`src/rtl/cpu_pkg.sv`:
```
// Shared types and constants for the multicycle CPU memory subsystem:
// arbiter state encoding, master ids and the bus widths used by the
// controller, datapath and memory arbiter.
package cpu_pkg;

  localparam int ADDR_W = 16;
  localparam int DATA_W = 16;

  // Master ids; also index the request vector fed to the round-robin picker
  localparam logic M_CPU = 1'b0;
  localparam logic M_LDR = 1'b1;

  // Latency counter width covers read latencies 1..3
  localparam int LAT_CNT_W = 2;

  typedef enum logic [1:0] {
    IDLE   = 2'd0,
    ACCESS = 2'd1,
    WAIT   = 2'd2
  } arb_state_t;

  // Counter value loaded in ACCESS so that rvalid lands on the last WAIT cycle
  function automatic logic [LAT_CNT_W-1:0] lat_load(input int lat);
    return LAT_CNT_W'(lat - 1);
  endfunction

endpackage

```
`src/rtl/mem_arbiter_if.sv`:
```
// Bus bundle between the two masters (CPU, loader), the arbiter and the
// single-port memory. slave = arbiter view, master = masters + memory view.
interface mem_arbiter_if #(
  parameter int ADDR_W = cpu_pkg::ADDR_W,
  parameter int DATA_W = cpu_pkg::DATA_W
) ();

  logic              cpu_req;
  logic              cpu_we;
  logic [ADDR_W-1:0] cpu_addr;
  logic [DATA_W-1:0] cpu_wdata;
  logic              cpu_gnt;
  logic              cpu_rvalid;
  logic              cpu_stall;

  logic              ldr_req;
  logic              ldr_we;
  logic [ADDR_W-1:0] ldr_addr;
  logic [DATA_W-1:0] ldr_wdata;
  logic              ldr_gnt;
  logic              ldr_rvalid;

  logic [DATA_W-1:0] rdata;

  logic              mem_en;
  logic              mem_we;
  logic [ADDR_W-1:0] mem_addr;
  logic [DATA_W-1:0] mem_wdata;
  logic [DATA_W-1:0] mem_rdata;

  modport slave (
    input  cpu_req, cpu_we, cpu_addr, cpu_wdata,
    input  ldr_req, ldr_we, ldr_addr, ldr_wdata,
    input  mem_rdata,
    output cpu_gnt, cpu_rvalid, cpu_stall,
    output ldr_gnt, ldr_rvalid, rdata,
    output mem_en, mem_we, mem_addr, mem_wdata
  );

  modport master (
    output cpu_req, cpu_we, cpu_addr, cpu_wdata,
    output ldr_req, ldr_we, ldr_addr, ldr_wdata,
    output mem_rdata,
    input  cpu_gnt, cpu_rvalid, cpu_stall,
    input  ldr_gnt, ldr_rvalid, rdata,
    input  mem_en, mem_we, mem_addr, mem_wdata
  );

endinterface

```
`src/rtl/mem_arbiter_rr_pick2.sv`:
```
// Two-way round-robin selector. A lone requester wins; on a tie the master
// that was not granted last wins. Output is a master id (M_CPU / M_LDR).
module rr_pick2
  import cpu_pkg::*;
(
  input  logic [1:0] req,
  input  logic       last,
  output logic       gnt_sel
);

  // Winner select; with no request the value is ignored by the arbiter
  always_comb begin
    gnt_sel = M_CPU;
    case (req)
      2'b01:   gnt_sel = M_CPU;
      2'b10:   gnt_sel = M_LDR;
      2'b11:   gnt_sel = ~last;
      default: gnt_sel = M_CPU;
    endcase
  end

endmodule

```
`src/rtl/mem_arbiter.sv`:
```
// Memory arbiter between the multicycle CPU and the program loader for the
// single-port unified memory. One access in flight at a time; reads return
// MEM_LAT cycles after the memory strobe.
// Build option MEM_ARB_LDR_PRIO_EN: loader wins every tie (no round-robin).
//
// state  | meaning
// IDLE   | sample requests, latch winner's access
// ACCESS | memory strobe issued, winner granted
// WAIT   | counting read latency, rvalid on last cycle
module mem_arbiter
  import cpu_pkg::*;
#(
  parameter int ADDR_W  = cpu_pkg::ADDR_W,
  parameter int DATA_W  = cpu_pkg::DATA_W,
  parameter int MEM_LAT = 1
) (
  input logic          clk,
  input logic          rst,
  mem_arbiter_if.slave bus
);

  arb_state_t           state;
  logic                 win_q;
  logic                 we_q;
  logic [LAT_CNT_W-1:0] cnt;
  logic [ADDR_W-1:0]    addr_q;
  logic [DATA_W-1:0]    wdata_q;
  logic [DATA_W-1:0]    rdata_q;
  logic                 mem_en_q;
  logic                 mem_we_q;
  logic                 cpu_gnt_q;
  logic                 ldr_gnt_q;
  logic                 cpu_rvalid_q;
  logic                 ldr_rvalid_q;
  logic                 pick;

`ifdef MEM_ARB_LDR_PRIO_EN
  assign pick = bus.ldr_req ? M_LDR : M_CPU;
`else
  logic last_gnt;

  rr_pick2 u_pick (
    .req     ({bus.ldr_req, bus.cpu_req}),
    .last    (last_gnt),
    .gnt_sel (pick)
  );
`endif

  // Arbitration FSM; all strobes are registered and pulse for one cycle
  always_ff @(posedge clk) begin
    if (rst) begin
      state        <= IDLE;
      cnt          <= '0;
      win_q        <= M_CPU;
      we_q         <= 1'b0;
      addr_q       <= '0;
      wdata_q      <= '0;
      mem_en_q     <= 1'b0;
      mem_we_q     <= 1'b0;
      cpu_gnt_q    <= 1'b0;
      ldr_gnt_q    <= 1'b0;
      cpu_rvalid_q <= 1'b0;
      ldr_rvalid_q <= 1'b0;
`ifndef MEM_ARB_LDR_PRIO_EN
      last_gnt     <= M_LDR;
`endif
    end else begin
      mem_en_q     <= 1'b0;
      mem_we_q     <= 1'b0;
      cpu_gnt_q    <= 1'b0;
      ldr_gnt_q    <= 1'b0;
      cpu_rvalid_q <= 1'b0;
      ldr_rvalid_q <= 1'b0;
      case (state)
        IDLE: begin
          if (bus.cpu_req | bus.ldr_req) begin
            win_q    <= pick;
            mem_en_q <= 1'b1;
            state    <= ACCESS;
            if (pick == M_LDR) begin
              we_q      <= bus.ldr_we;
              mem_we_q  <= bus.ldr_we;
              addr_q    <= bus.ldr_addr;
              wdata_q   <= bus.ldr_wdata;
              ldr_gnt_q <= 1'b1;
            end else begin
              we_q      <= bus.cpu_we;
              mem_we_q  <= bus.cpu_we;
              addr_q    <= bus.cpu_addr;
              wdata_q   <= bus.cpu_wdata;
              cpu_gnt_q <= 1'b1;
            end
          end
        end
        ACCESS: begin
`ifndef MEM_ARB_LDR_PRIO_EN
          last_gnt <= win_q;
`endif
          if (we_q) begin
            state <= IDLE;
          end else begin
            cnt   <= lat_load(MEM_LAT);
            state <= WAIT;
            // Single-cycle latency: the first WAIT cycle is already the data cycle
            if (MEM_LAT == 1) begin
              cpu_rvalid_q <= (win_q == M_CPU);
              ldr_rvalid_q <= (win_q == M_LDR);
            end
          end
        end
        WAIT: begin
          if (cnt == '0) begin
            state <= IDLE;
          end else begin
            cnt <= cnt - 1'b1;
            if (cnt == LAT_CNT_W'(1)) begin
              cpu_rvalid_q <= (win_q == M_CPU);
              ldr_rvalid_q <= (win_q == M_LDR);
            end
          end
        end
        default: state <= IDLE;
      endcase
    end
  end

  // Keep the last returned word so rdata is stable between rvalid pulses
  always_ff @(posedge clk) begin
    if (rst) begin
      rdata_q <= '0;
    end else if (cpu_rvalid_q | ldr_rvalid_q) begin
      rdata_q <= bus.mem_rdata;
    end
  end

  // Memory data is only valid in the rvalid cycle, so it is passed through then
  assign bus.rdata      = (cpu_rvalid_q | ldr_rvalid_q) ? bus.mem_rdata : rdata_q;
  assign bus.mem_en     = mem_en_q;
  assign bus.mem_we     = mem_we_q;
  assign bus.mem_addr   = addr_q;
  assign bus.mem_wdata  = wdata_q;
  assign bus.cpu_gnt    = cpu_gnt_q;
  assign bus.ldr_gnt    = ldr_gnt_q;
  assign bus.cpu_rvalid = cpu_rvalid_q;
  assign bus.ldr_rvalid = ldr_rvalid_q;
  assign bus.cpu_stall  = bus.cpu_req & ~(cpu_gnt_q & bus.cpu_we) & ~cpu_rvalid_q;

endmodule

```
`src/flat_wrapper.sv`:
```
// flat-port wrapper written by rule: the top's interface ports become plain ports
module mem_arbiter_flat import cpu_pkg::*;
#(
  parameter int ADDR_W  = cpu_pkg::ADDR_W,
  parameter int DATA_W  = cpu_pkg::DATA_W,
  parameter int MEM_LAT = 1
)
  (clk, rst, bus_cpu_req, bus_cpu_we, bus_cpu_addr, bus_cpu_wdata, bus_ldr_req, bus_ldr_we, bus_ldr_addr, bus_ldr_wdata, bus_mem_rdata, bus_cpu_gnt, bus_cpu_rvalid, bus_cpu_stall, bus_ldr_gnt, bus_ldr_rvalid, bus_rdata, bus_mem_en, bus_mem_we, bus_mem_addr, bus_mem_wdata);
  mem_arbiter_if #(.ADDR_W(ADDR_W), .DATA_W(DATA_W)) bus_i ();
  input logic clk;
  input logic rst;
  input wire logic [$bits(bus_i.cpu_req)-1:0] bus_cpu_req;
  input wire logic [$bits(bus_i.cpu_we)-1:0] bus_cpu_we;
  input wire logic [$bits(bus_i.cpu_addr)-1:0] bus_cpu_addr;
  input wire logic [$bits(bus_i.cpu_wdata)-1:0] bus_cpu_wdata;
  input wire logic [$bits(bus_i.ldr_req)-1:0] bus_ldr_req;
  input wire logic [$bits(bus_i.ldr_we)-1:0] bus_ldr_we;
  input wire logic [$bits(bus_i.ldr_addr)-1:0] bus_ldr_addr;
  input wire logic [$bits(bus_i.ldr_wdata)-1:0] bus_ldr_wdata;
  input wire logic [$bits(bus_i.mem_rdata)-1:0] bus_mem_rdata;
  output wire logic [$bits(bus_i.cpu_gnt)-1:0] bus_cpu_gnt;
  output wire logic [$bits(bus_i.cpu_rvalid)-1:0] bus_cpu_rvalid;
  output wire logic [$bits(bus_i.cpu_stall)-1:0] bus_cpu_stall;
  output wire logic [$bits(bus_i.ldr_gnt)-1:0] bus_ldr_gnt;
  output wire logic [$bits(bus_i.ldr_rvalid)-1:0] bus_ldr_rvalid;
  output wire logic [$bits(bus_i.rdata)-1:0] bus_rdata;
  output wire logic [$bits(bus_i.mem_en)-1:0] bus_mem_en;
  output wire logic [$bits(bus_i.mem_we)-1:0] bus_mem_we;
  output wire logic [$bits(bus_i.mem_addr)-1:0] bus_mem_addr;
  output wire logic [$bits(bus_i.mem_wdata)-1:0] bus_mem_wdata;
  assign bus_i.cpu_req = bus_cpu_req;
  assign bus_i.cpu_we = bus_cpu_we;
  assign bus_i.cpu_addr = bus_cpu_addr;
  assign bus_i.cpu_wdata = bus_cpu_wdata;
  assign bus_i.ldr_req = bus_ldr_req;
  assign bus_i.ldr_we = bus_ldr_we;
  assign bus_i.ldr_addr = bus_ldr_addr;
  assign bus_i.ldr_wdata = bus_ldr_wdata;
  assign bus_i.mem_rdata = bus_mem_rdata;
  assign bus_cpu_gnt = bus_i.cpu_gnt;
  assign bus_cpu_rvalid = bus_i.cpu_rvalid;
  assign bus_cpu_stall = bus_i.cpu_stall;
  assign bus_ldr_gnt = bus_i.ldr_gnt;
  assign bus_ldr_rvalid = bus_i.ldr_rvalid;
  assign bus_rdata = bus_i.rdata;
  assign bus_mem_en = bus_i.mem_en;
  assign bus_mem_we = bus_i.mem_we;
  assign bus_mem_addr = bus_i.mem_addr;
  assign bus_mem_wdata = bus_i.mem_wdata;
  mem_arbiter #(.ADDR_W(ADDR_W), .DATA_W(DATA_W), .MEM_LAT(MEM_LAT)) u_core (.clk(clk), .rst(rst), .bus(bus_i));
endmodule
```
`config.mk`:
```
export PLATFORM = sky130hd
export DESIGN_NAME = mem_arbiter_flat
export DESIGN_NICKNAME = d
export VERILOG_FILES = /design/src/rtl/cpu_pkg.sv /design/src/rtl/mem_arbiter_if.sv /design/src/rtl/mem_arbiter_rr_pick2.sv /design/src/rtl/mem_arbiter.sv /design/src/flat_wrapper.sv
export SDC_FILE = /design/constraint.sdc
export NUM_CORES = 1
export LEC_CHECK = 0
export CORE_ASPECT_RATIO = 1.75
export CORE_MARGIN = 2
export CORE_UTILIZATION = 39
export CTS_CLUSTER_SIZE = 20
export DETAILED_ROUTE_END_ITERATION = 7
export GPL_TIMING_DRIVEN = 0
export PLACE_DENSITY = 0.89
export SKIP_LAST_GASP = 1
export SYNTH_ARGS = -nofsm -noshare
export SYNTH_HDL_FRONTEND = slang
export SYNTH_SLANG_ARGS = --single-unit
export TNS_END_PERCENT = 10
```
`constraint.sdc`:
```
create_clock -name clk -period 2 [get_ports clk]
set_clock_uncertainty 0.05 [all_clocks]
set_input_delay 0.6 -clock clk [delete_from_list [all_inputs] [get_ports clk]]
set_output_delay 0.6 -clock clk [all_outputs]
set_load 0.01 [all_outputs]
```
==> run metrics, run 1 <==
status complete, but fails checks; violated checks setup timing; Post-Syn Instances approximately 290; GP Congestion 0.779; sequential power share 37.1%; Seq/Total Area, Yosys 45.2%; Leak Pwr a little under 2 nW; fraction of power consumed by the clock network a little over a third; FILL cells approximately 540; GRT Util Overall a little under a quarter; detailed placer's ending HPWL between 5000 and 6000 µm; crit-path max cell delay approximately 0.33 ns; Internal between 2 and 3 mW; Num CTS Buffers 9; sequential cell area 1230 µm²; Vias/cell between 5 and 6; slowest cell on the critical path dfxtp_2; layout cells sized above 1 between 15 and 20%; vias in the first global route roughly 2900; max-slew headroom at the worst pin between 50% and 60%; I/O Pins 141; PnR worst setup slack -0.160 ns; crit path launch u_core.bus.ldr_rvalid$_SDFF_PP0_; WP data required approximately 1.4 ns; Vias around 2700; total grt overflow 0; max-cap violations 0; Crit Path Category flip-flop to output port; Peak supply drop between 0.5 and 0.6 mV; Startpoint Class flip-flop; Critical Path, Cell by Cell nor2_4 > buf_12 > buf_8 > mux2_4 > buf_6; Clock Tree Buf Depth 2; crit path max fanout 5; worst hold path class flip-flop to flip-flop; Worst setup EP type output port; Sw Pwr around 1.0 mW; Area growth, synth to finish 71.0%; area of the multi-input gates 1380 µm²; final worst path period share 108%; pin count of the biggest net entering global routing 11; Gate power share between 20% and 30%; synthesis-stage register bit count 61; maximum clock rate 463 MHz; n_diodes 0; initial antenna violation count 0; Yosys warning count 0; CTS Hold Bufs 0; first-pass GRT wire length approximately 13000 µm; Clock Pin Slew Worst Setup and Hold Paths about 0.050 ns; Worst-Skew Late Latency roughly 0.32 ns; antenna-violating nets left 0; syn_nets around 380; data arrival time of the worst path around 1.5 ns; Yosys cell types 33; pin slew with the least headroom to its limit roughly 0.69 ns; Mapped Avg Cell Area 9.25 µm²; Initial Utilization between 30 and 40%; Die Y approximately 110 µm; most frequent cells in the layout clkdlybuf4s50_1 (122), dfxtp_1 (59), nand2_1 (36); Die X 66.9 µm; TritonRoute pass-1 iters 4; setup violators final 17; # DRC 0; die area 7630 µm²; CTS sink count just over 60; CTS H-Tree Depth 3; commonest non-fill, non-tap cell in the layout clkdlybuf4s50_1; final net count 538; clock root buffer clkbuf_16; port bufs 140; Cell Pwr Density 819 nW/µm²; RSZ-0062 raised after global routing yes; Max Slew Vio Count 0; Wirelength per Cell between 15 and 20 µm; DRT iter0 DRCs 90; worst hold start u_core.bus.mem_wdata[3]$_SDFFE_PP0P_; final hold violation count 0; row cnt 40; switching share of power 26.7%; fin crit period roughly 2.2 ns; RR Startpoint u_core.state[0]$_SDFFE_PP0P_; Routed Wire Length roughly 8500 µm; CTS tree done; Fin Setup TNS -2.03 ns; Power Total ~3.8 mW; Core ar. about 6800 µm²; Synth Cell Area approximately 2700 µm²
registers in the layout (all words and copies together), names as in the netlist, 2 cells and up:
name,cells
u_core.state,2
u_core.rdata_q,16
u_core.cnt,2
u_core.bus.mem_wdata,16
u_core.bus.mem_addr,16
routing by layer:
layer,part of all wire (%),GRT usage (%),wire [µm],up-vias
li1,-,-,-,1319
met1,35,22.8,3010,1285
met2,55,44.2,4680,105
met3,6.9,6.00,590,18
met4,2.5,10.6,216,0
met5,0,0,0,-
metrics by stage:
| stage | setup WS (ns) | cells | cell area, µm² | utilization (%) | hold WS [ns] |
|---|---|---|---|---|---|
| floorplan | 0.169 | 292 | 2700 | - | 0.389 |
| global placement | -0.666 | 516 | 4210 | 61.8 | 0.436 |
| global route | -0.195 | 535 | 4620 | 67.8 | 0.468 |
| finish | -0.160 | 535 | 4620 | 67.8 | 0.447 |
| detailed placement | -0.718 | 516 | 4210 | 61.8 | 0.438 |
| CTS | -0.127 | 536 | 4630 | 68.1 | 0.441 |
power by group through the flow:
| stage | logic (mW) | clock network [mW] | registers, mW |
|---|---|---|---|
| final | 1.03 | 1.35 | 1.40 |
| after global routing | 1.11 | 1.43 | 1.42 |
| after CTS | 1.04 | 1.37 | 1.40 |
| after detailed placement | 0.995 | 0 | 1.42 |
| after global placement | 0.967 | 0 | 1.42 |
| after floorplan | 0.442 | 0 | 1.46 |
synthesized netlist by cell type:
library cell	number	share of area, %
dfxtp_1	61	45
nand3_1	2	0.37
nand2_1	36	5.0
inv_1	5	0.70
or4_1	1	0.28
buf_2	1	0.19
o21a_1	1	0.28
a211oi_1	24	6.7
a211o_1	3	0.97
nor3_1	3	0.56
nand2b_1	1	0.23
a211oi_2	10	4.6
o31ai_1	2	0.56
clkbuf_1	7	0.97
o21ai_1	1	0.19
nor2_2	1	0.23
ha_1	5	2.3
nor3b_1	3	0.83
a22oi_1	1	0.28
a21bo_2	1	0.37
nor4bb_1	1	0.37
or3_1	1	0.23
buf_4	12	3.3
a21boi_4	1	0.70
nor2_1	35	4.9
mux2_2	16	6.7
and2b_1	10	2.8
buf_6	3	1.3
a21oi_1	33	6.1
nor2b_1	8	1.9
mux2i_1	1	0.37
a21boi_0	1	0.28
nor4b_1	1	0.32
layout make-up:
class / instances / area share (%)
Inverter: 5 / 0.407
Buffer: 23 / 3.52
Clock inverter: 2 / 0.217
Sequential cell: 61 / 26.6
Tap cell: 84 / 2.28
Multi-Input combinational cell: 203 / 29.8
Timing Repair Buffer: 144 / 31.8
Clock buffer: 13 / 5.42
timing repair:
item / 4_1_cts / 5_1_grt
gates cloned: 1 / 0
endpoints found under the setup margin: 17 / 20
pin swaps: 1 / 0
setup buffers: 4 / 0
gates resized for setup: 114 / 0
final timing paths:
kind         slack [ns]  depth (start not counted)                                     to
max               -0.16                          5                          bus_rdata[13]
min                0.45                          2   u_core.bus.mem_wdata[3]$_SDFFE_PP0P_
max reg2reg        0.38                          6  u_core.bus.mem_wdata[15]$_SDFFE_PP0P_
min reg2reg        0.45                          2   u_core.bus.mem_wdata[3]$_SDFFE_PP0P_
critical path, delay by kind of cell, from the launching register on:
family	cells	cell delay [ns]
buf+inv	3	0.38
simple gates	1	0.16
mux	1	0.32
flops	1	0.33
cell families after synthesis:
| logic type | Yosys count | share of synthesized area [%] |
|---|---|---|
| adders and majority gates | 5 | 2.32 |
| muxes | 17 | 7.04 |
| buffers and inverters | 28 | 6.44 |
| DFF | 61 | 45.2 |
| AOI/OAI and AO/OA | 78 | 21.0 |
| and+or+nand+nor | 103 | 17.9 |
Note: power is estimated with default switching activity, not from simulation.
==> run 2, diff against run 1 <==
CAP_MARGIN = 0   (was default)
==> results of run 2 <==
Final layout, timing and power as in run 1 (identical DEF).
